### config.mk
export PLATFORM = sky130hd
export DESIGN_NAME = msx_mouse_port_flat
export DESIGN_NICKNAME = d
export VERILOG_FILES = /design/src/rtl/msx_mouse_port_if.sv /design/src/rtl/msx_mouse_port.sv /design/src/flat_wrapper.sv
export SDC_FILE = /design/constraint.sdc
export NUM_CORES = 1
export LEC_CHECK = 0
export BUFFER_PORTS_ARGS = -buffer_cell sky130_fd_sc_hd__buf_4
export CORE_MARGIN = 2
export CORE_UTILIZATION = 30
export CTS_CLUSTER_DIAMETER = 80
export CTS_CLUSTER_SIZE = 16
export DETAILED_ROUTE_END_ITERATION = 7
export PLACE_DENSITY = 0.42
export SYNTH_ARGS = -nofsm -noshare
export SYNTH_HDL_FRONTEND = slang
export SYNTH_SLANG_ARGS = --single-unit
### constraint.sdc
create_clock -name clk_sys -period 3.5 [get_ports clk_sys]
set_clock_uncertainty 0.05 [all_clocks]
set_input_delay 0.35 -clock clk_sys [delete_from_list [all_inputs] [get_ports clk_sys]]
set_output_delay 0.35 -clock clk_sys [all_outputs]
set_load 0.005 [all_outputs]
### src/rtl/msx_mouse_port_if.sv
// Bundle between user_io, the joystick input and emsx_top port A for msx_mouse_port.
// slave = the converter; master = whatever drives the mouse/joystick side and reads the pins.
interface msx_mouse_port_if;
    logic signed [8:0] mouse_x;
    logic signed [8:0] mouse_y;
    logic [7:0]        mouse_flags;
    logic              mouse_strobe;
    logic [5:0]        joy_n;
    logic              stra;
    logic [5:0]        port_dout;
    logic              mouse_en;

    modport slave (
        input  mouse_x,
        input  mouse_y,
        input  mouse_flags,
        input  mouse_strobe,
        input  joy_n,
        input  stra,
        output port_dout,
        output mouse_en
    );

    modport master (
        output mouse_x,
        output mouse_y,
        output mouse_flags,
        output mouse_strobe,
        output joy_n,
        output stra,
        input  port_dout,
        input  mouse_en
    );
endinterface

### src/rtl/msx_mouse_port.sv
// MSX mouse nibble protocol for one joystick port, muxed with the digital joystick.
// Macro MSX_MOUSE_SAT_EN: when defined, snapshots clamp to [-128,127]; otherwise they wrap.
module msx_mouse_port #(
    parameter int TIMEOUT_CYCLES = 100000,
    parameter int ACC_W          = 10
) (
    input  logic              clk_sys,
    input  logic              reset_n,
    msx_mouse_port_if.slave   bus
);

    localparam int CNT_W = (TIMEOUT_CYCLES < 2) ? 1 : $clog2(TIMEOUT_CYCLES + 1);
    localparam logic [CNT_W-1:0] CNT_RELOAD = CNT_W'(TIMEOUT_CYCLES);
    localparam logic signed [ACC_W:0] S8_MAX = (ACC_W+1)'(127);
    localparam logic signed [ACC_W:0] S8_MIN = (ACC_W+1)'(-128);

`ifdef MSX_MOUSE_SAT_EN
    localparam bit SAT8_CLAMP = 1'b1;
`else
    localparam bit SAT8_CLAMP = 1'b0;
`endif

    typedef enum logic [1:0] {S0, S1, S2, S3} state_t;

    state_t                   state_q;
    logic                     stra_q;
    logic                     mouse_en_q;
    logic                     mouse_en_d;
    logic [CNT_W-1:0]         cnt_q;
    logic signed [ACC_W-1:0]  acc_x_q, acc_x_d;
    logic signed [ACC_W-1:0]  acc_y_q, acc_y_d;
    logic [7:0]               snap_x_q, snap_y_q;
    logic [7:0]               snap_x_new, snap_y_new;
    logic [5:0]               dout_q;
    logic                     toggle;
    logic signed [ACC_W-1:0]  ext_x, ext_y;

    wire unused_flags = &{1'b0, bus.mouse_flags[7:2]};

    // Add a 9-bit delta to the accumulator, pinning at the signed limits instead of wrapping.
    function automatic logic signed [ACC_W-1:0] sat_add(
        input logic signed [ACC_W-1:0] a,
        input logic signed [8:0]       d
    );
        logic signed [ACC_W:0] s;
        s = (ACC_W+1)'(a) + (ACC_W+1)'(d);
        if (s[ACC_W] != s[ACC_W-1])
            return s[ACC_W] ? {1'b1, {(ACC_W-1){1'b0}}} : {1'b0, {(ACC_W-1){1'b1}}};
        return s[ACC_W-1:0];
    endfunction

    function automatic logic [7:0] sat8(input logic signed [ACC_W:0] v);
        logic [7:0] clamped;
        if (v > S8_MAX)
            clamped = 8'h7F;
        else if (v < S8_MIN)
            clamped = 8'h80;
        else
            clamped = v[7:0];
        return SAT8_CLAMP ? clamped : v[7:0];
    endfunction

    always_comb begin
        toggle     = (bus.stra != stra_q) && mouse_en_q;
        ext_x      = ACC_W'(bus.mouse_x);
        ext_y      = ACC_W'(bus.mouse_y);
        // MSX X axis is inverted relative to user_io; the extra bit keeps -min representable.
        snap_x_new = sat8(-((ACC_W+1)'(acc_x_q)));
        snap_y_new = sat8((ACC_W+1)'(acc_y_q));

        mouse_en_d = mouse_en_q;
        if (bus.mouse_strobe)
            mouse_en_d = 1'b1;
        else if (bus.joy_n != 6'h3F)
            mouse_en_d = 1'b0;

        acc_x_d = acc_x_q;
        acc_y_d = acc_y_q;
        if (bus.mouse_strobe) begin
            acc_x_d = sat_add(acc_x_q, bus.mouse_x);
            acc_y_d = sat_add(acc_y_q, bus.mouse_y);
        end
        // Snapshot takes the old totals; a coincident report starts the next window.
        if (toggle && state_q == S0) begin
            acc_x_d = bus.mouse_strobe ? ext_x : '0;
            acc_y_d = bus.mouse_strobe ? ext_y : '0;
        end
    end

    always_ff @(posedge clk_sys or negedge reset_n) begin
        if (!reset_n) begin
            state_q    <= S0;
            stra_q     <= 1'b0;
            mouse_en_q <= 1'b0;
            cnt_q      <= '0;
            acc_x_q    <= '0;
            acc_y_q    <= '0;
            snap_x_q   <= '0;
            snap_y_q   <= '0;
            dout_q     <= 6'h3F;
        end else begin
            stra_q     <= bus.stra;
            mouse_en_q <= mouse_en_d;
            acc_x_q    <= acc_x_d;
            acc_y_q    <= acc_y_d;

            if (!mouse_en_q) begin
                dout_q  <= bus.joy_n;
                state_q <= S0;
                cnt_q   <= '0;
            end else begin
                dout_q[5:4] <= ~bus.mouse_flags[1:0];
                if (toggle) begin
                    cnt_q <= CNT_RELOAD;
                    case (state_q)
                        S0: begin
                            snap_x_q    <= snap_x_new;
                            snap_y_q    <= snap_y_new;
                            dout_q[3:0] <= snap_x_new[7:4];
                            state_q     <= S1;
                        end
                        S1: begin
                            dout_q[3:0] <= snap_x_q[3:0];
                            state_q     <= S2;
                        end
                        S2: begin
                            dout_q[3:0] <= snap_y_q[7:4];
                            state_q     <= S3;
                        end
                        default: begin
                            dout_q[3:0] <= snap_y_q[3:0];
                            state_q     <= S0;
                        end
                    endcase
                end else if (cnt_q != '0) begin
                    cnt_q <= cnt_q - 1'b1;
                    if (cnt_q == CNT_W'(1))
                        state_q <= S0;
                end
            end
        end
    end

    assign bus.port_dout = dout_q;
    assign bus.mouse_en  = mouse_en_q;

endmodule

### src/flat_wrapper.sv
// flat-port wrapper written by rule: the top's interface ports become plain ports
module msx_mouse_port_flat 
#(
    parameter int TIMEOUT_CYCLES = 100000,
    parameter int ACC_W          = 10
)
  (clk_sys, reset_n, bus_mouse_x, bus_mouse_y, bus_mouse_flags, bus_mouse_strobe, bus_joy_n, bus_stra, bus_port_dout, bus_mouse_en);
  msx_mouse_port_if bus_i ();
  input  logic clk_sys;
  input  logic reset_n;
  input wire logic [$bits(bus_i.mouse_x)-1:0] bus_mouse_x;
  input wire logic [$bits(bus_i.mouse_y)-1:0] bus_mouse_y;
  input wire logic [$bits(bus_i.mouse_flags)-1:0] bus_mouse_flags;
  input wire logic [$bits(bus_i.mouse_strobe)-1:0] bus_mouse_strobe;
  input wire logic [$bits(bus_i.joy_n)-1:0] bus_joy_n;
  input wire logic [$bits(bus_i.stra)-1:0] bus_stra;
  output wire logic [$bits(bus_i.port_dout)-1:0] bus_port_dout;
  output wire logic [$bits(bus_i.mouse_en)-1:0] bus_mouse_en;
  assign bus_i.mouse_x = bus_mouse_x;
  assign bus_i.mouse_y = bus_mouse_y;
  assign bus_i.mouse_flags = bus_mouse_flags;
  assign bus_i.mouse_strobe = bus_mouse_strobe;
  assign bus_i.joy_n = bus_joy_n;
  assign bus_i.stra = bus_stra;
  assign bus_port_dout = bus_i.port_dout;
  assign bus_mouse_en = bus_i.mouse_en;
  msx_mouse_port #(.TIMEOUT_CYCLES(TIMEOUT_CYCLES), .ACC_W(ACC_W)) u_core (.clk_sys(clk_sys), .reset_n(reset_n), .bus(bus_i));
endmodule
==> run metrics <==
remaining routing DRC violations=0; met3 wire length=441 µm; Final Critical Period=3007 ps; Num CTS Buffers=9; largest net degree at the start of global routing=60; outcome=complete, no violations; total power divided by cell area=806.3 nW/µm²; gate count after technology mapping=478; vertical extent of the die=121.2 µm; worst slew pin tran=just over 900 ps; Top FF cell, synth=sky130_fd_sc_hd__dfrtp_1; most area-consuming cells after synthesis=sky130_fd_sc_hd__dfrtp_1, sky130_fd_sc_hd__ha_1, sky130_fd_sc_hd__nand2_1; DR top layer=met4; Sinks on Clock Net=slightly below 60; initial core utilization=between 30% and 40%; worst-case hold slack=46.06 ps; Achievable Freq=approximately 330 MHz; clock latency reported for the late side of the worst-skew pair=330 ps; die width=121.2 µm; mean instance size in the synthesized netlist=8.625 µm²; fill cell total of the finished layout=1,405; leading cell types by count after synthesis=sky130_fd_sc_hd__nand2_1, sky130_fd_sc_hd__dfrtp_1, sky130_fd_sc_hd__nor2_1, sky130_fd_sc_hd__a21oi_1, sky130_fd_sc_hd__ha_1; remaining max-slew budget at the tightest pin=39.03%; Clk Tree Root Cell=sky130_fd_sc_hd__clkbuf_16; post-layout instance count excluding filler cells=693; clock power share=24.2%; Layout area overhead=18.48%; post-synth top area cell=sky130_fd_sc_hd__dfrtp_1; placed wire-length estimate after detailed placement=7.891 mm; flops & latches, synth=59; placeable core area=approximately 13,000 µm²; CP arrival=3140 ps; hold crit path type=input port to async pin; drt first-iter violations=158; unique cell type count in the Yosys netlist=57; net count after synthesis=544; buffers inserted by post-CTS timing repair=0; internal power of the cells=0.002364 W; async set or reset register ratio after synthesis=100.0%; area of all placed cells without fillers=4885 µm²; switching portion of total power=39.97%; Crit. End Element=flop; most common cell in the netlist=sky130_fd_sc_hd__nand2_1; Required @ worst endpoint=between 3000 and 4000 ps; via count=roughly 3,600; number of antenna diodes=0; synthesis warning total=0; setup TNS=0 ps; Register Area=1484 µm²; global routing usage summed across all routing layers=16.05%; Cell Area, Synth=4123 µm²; RSZ-0062 raised after global routing=false; fraction of power consumed by combinational cells=46.9%; Pre-Repair DR Iteration Count=4; gp weighted congestion=0.8176; layout cells sized above 1=a little over an eighth; final-report setup violation count=0; count of antenna-violating nets left after detailed routing=0; I/O pin total=43; number of antenna violations at the first check in global routing=0; Period Utilization, post-route=85.90%; Seq/Total Area, Yosys=between 30% and 40%; Synth top area share=32.17%; aggregate global routing overflow=0; maximum level of the CTS H-tree=3; CP Class=flop to flop; drt wl/cell=15.58 µm; first-pass GRT wire length=18.42 mm; number of global-route vias before repair=3,558; Leakage=2.201 nW; number of nets at the end of the flow=578; Max Root-Sink Buffers=2; FP Rows=42; total power of the final layout=0.003938 W; crit start category=flop; multi-input logic area=about 2500 µm²; max-cap violations=0; switching power=approximately 0.0016 W; CTS tree=built; number of resized instances in the post-cts repair step=0; length of routed met2 wiring=4.749 mm; number of hold-slack violations in the final timing report=0; largest voltage drop on the vdd net=0.3263 mV; worst-path maximum fanout=4; max-slew violations=0; number of vias per cell=5.153; WL final=10.80 mm; Cells after DPL=677; number of I/O port buffers=36; Metal-1 WL=5.508 mm; count of flip-flops with a built-in enable after synthesis=0; Post-DP Area=4564 µm²; fraction of power consumed by sequential logic=28.8%; Clk pin slew, worst setup/hold paths=50 ps; Hold-fix buffers, CTS=0; area enclosed by the die boundary=14,700 µm²
## per-stage QoR
step           util, %  setup slack [ps]
6_report         36.60             493.3
5_1_grt          36.60             244.3
4_1_cts          36.60             500.8
3_5_place_dp     34.20             420.6
3_3_place_gp     34.20             432.4
2_1_floorplan        -             963.9
## registers in the layout (all words and copies together), names as in the netlist
register	count
u_core.snap_y_q	8
u_core.snap_x_q	4
u_core.stra_q	1
u_core.acc_y_q	10
u_core.bus.mouse_en	1
u_core.state_q	2
u_core.acc_x_q	10
u_core.bus.port_dout	6
u_core.cnt_q	17
## cell type report
cell class,count,share of cell area [%]
Clock buffer,11,4.969
Multi-Input combinational cell,381,50.56
Sequential cell,59,30.38
Clock inverter,5,1.588
Inverter,18,1.383
Tap cell,176,4.508
Timing Repair Buffer,43,6.609
## final timing paths
kind | from | end | slack [ps] | cells after the start
max | u_core.acc_y_q[0] | u_core.acc_y_q[3] | 490 | 8
min | reset_n | u_core.acc_y_q[3] | 50 | 1
max reg2reg | u_core.acc_y_q[0] | u_core.acc_y_q[3] | 490 | 8
min reg2reg | u_core.snap_x_q[2] | u_core.snap_x_q[2] | 430 | 2
max in group asynchronous | reset_n | u_core.acc_y_q[5] | 2800 | 1
min in group clk_sys | bus_stra | u_core.stra_q | 110 | 1
## power groups by stage
stage	sequential, W	combinational (W)	clock (W)
after floorplan	0.00107	0.00145	0
after global placement	0.00115	0.00184	0
after detailed placement	0.00115	0.00184	0
after CTS	0.00114	0.00185	0.000986
after global routing	0.00118	0.00210	0.00102
final	0.00114	0.00185	0.000954
## routing by layer
layer	global-route usage (%)	vias to the layer above
li1	-	1813
met1	22.64	1684
met2	24.33	66
met3	4.417	8
met4	3.879	0
met5	0	-
## cell families (layout without fill, tap and decap cells)
kind of cell	after synthesis	after routing	share of synthesized area, %
XOR/XNOR	32	32	6.798
buffers and inverters	38	77	4.097
AO/OA/AOI/OAI	144	144	23.37
multiplexers	3	3	0.7587
adder cells (fa/ha/maj)	30	30	9.469
flip-flops	59	59	35.99
AND/OR/NAND/NOR	172	172	19.51
## critical path: stages (launching register included)
cell,delay [ps]
sky130_fd_sc_hd__dfrtp_1,390
sky130_fd_sc_hd__ha_1,220
sky130_fd_sc_hd__fa_1,470
sky130_fd_sc_hd__a211oi_1,310
sky130_fd_sc_hd__o21ai_0,270
sky130_fd_sc_hd__a211oi_1,330
sky130_fd_sc_hd__nor3_1,150
sky130_fd_sc_hd__nor3_1,480
sky130_fd_sc_hd__a311oi_1,180
## cells in the final DEF (no fill, tap or decap), types with 3 or more instances in the layout
cell type                   Yosys  final
sky130_fd_sc_hd__nor2_1        35     35
sky130_fd_sc_hd__o21ai_1        3      3
sky130_fd_sc_hd__a221oi_1       4      4
sky130_fd_sc_hd__nand3_1       17     17
sky130_fd_sc_hd__clkbuf_16      0      9
sky130_fd_sc_hd__nand2_1       68     68
sky130_fd_sc_hd__or3_1          9      9
sky130_fd_sc_hd__and3_1        10     10
sky130_fd_sc_hd__o21a_1        10     10
sky130_fd_sc_hd__inv_1         18     18
sky130_fd_sc_hd__nor4_1         5      5
sky130_fd_sc_hd__a211oi_1       7      7
sky130_fd_sc_hd__a21oi_1       32     32
sky130_fd_sc_hd__o21ai_0       23     23
sky130_fd_sc_hd__a21boi_1       3      3
sky130_fd_sc_hd__ha_1          28     28
sky130_fd_sc_hd__buf_4          1     43
sky130_fd_sc_hd__o211ai_1      22     22
sky130_fd_sc_hd__a21o_1         9      9
sky130_fd_sc_hd__nor3_1        11     11
sky130_fd_sc_hd__dfstp_2        6      6
sky130_fd_sc_hd__a221o_1        5      5
sky130_fd_sc_hd__xor2_1        11     11
sky130_fd_sc_hd__xnor2_1       21     21
sky130_fd_sc_hd__dfrtp_1       53     53
sky130_fd_sc_hd__a31oi_1        9      9
sky130_fd_sc_hd__or4_1          3      3
sky130_fd_sc_hd__nor2b_1        3      3
Power figures use the tool's default switching activity.
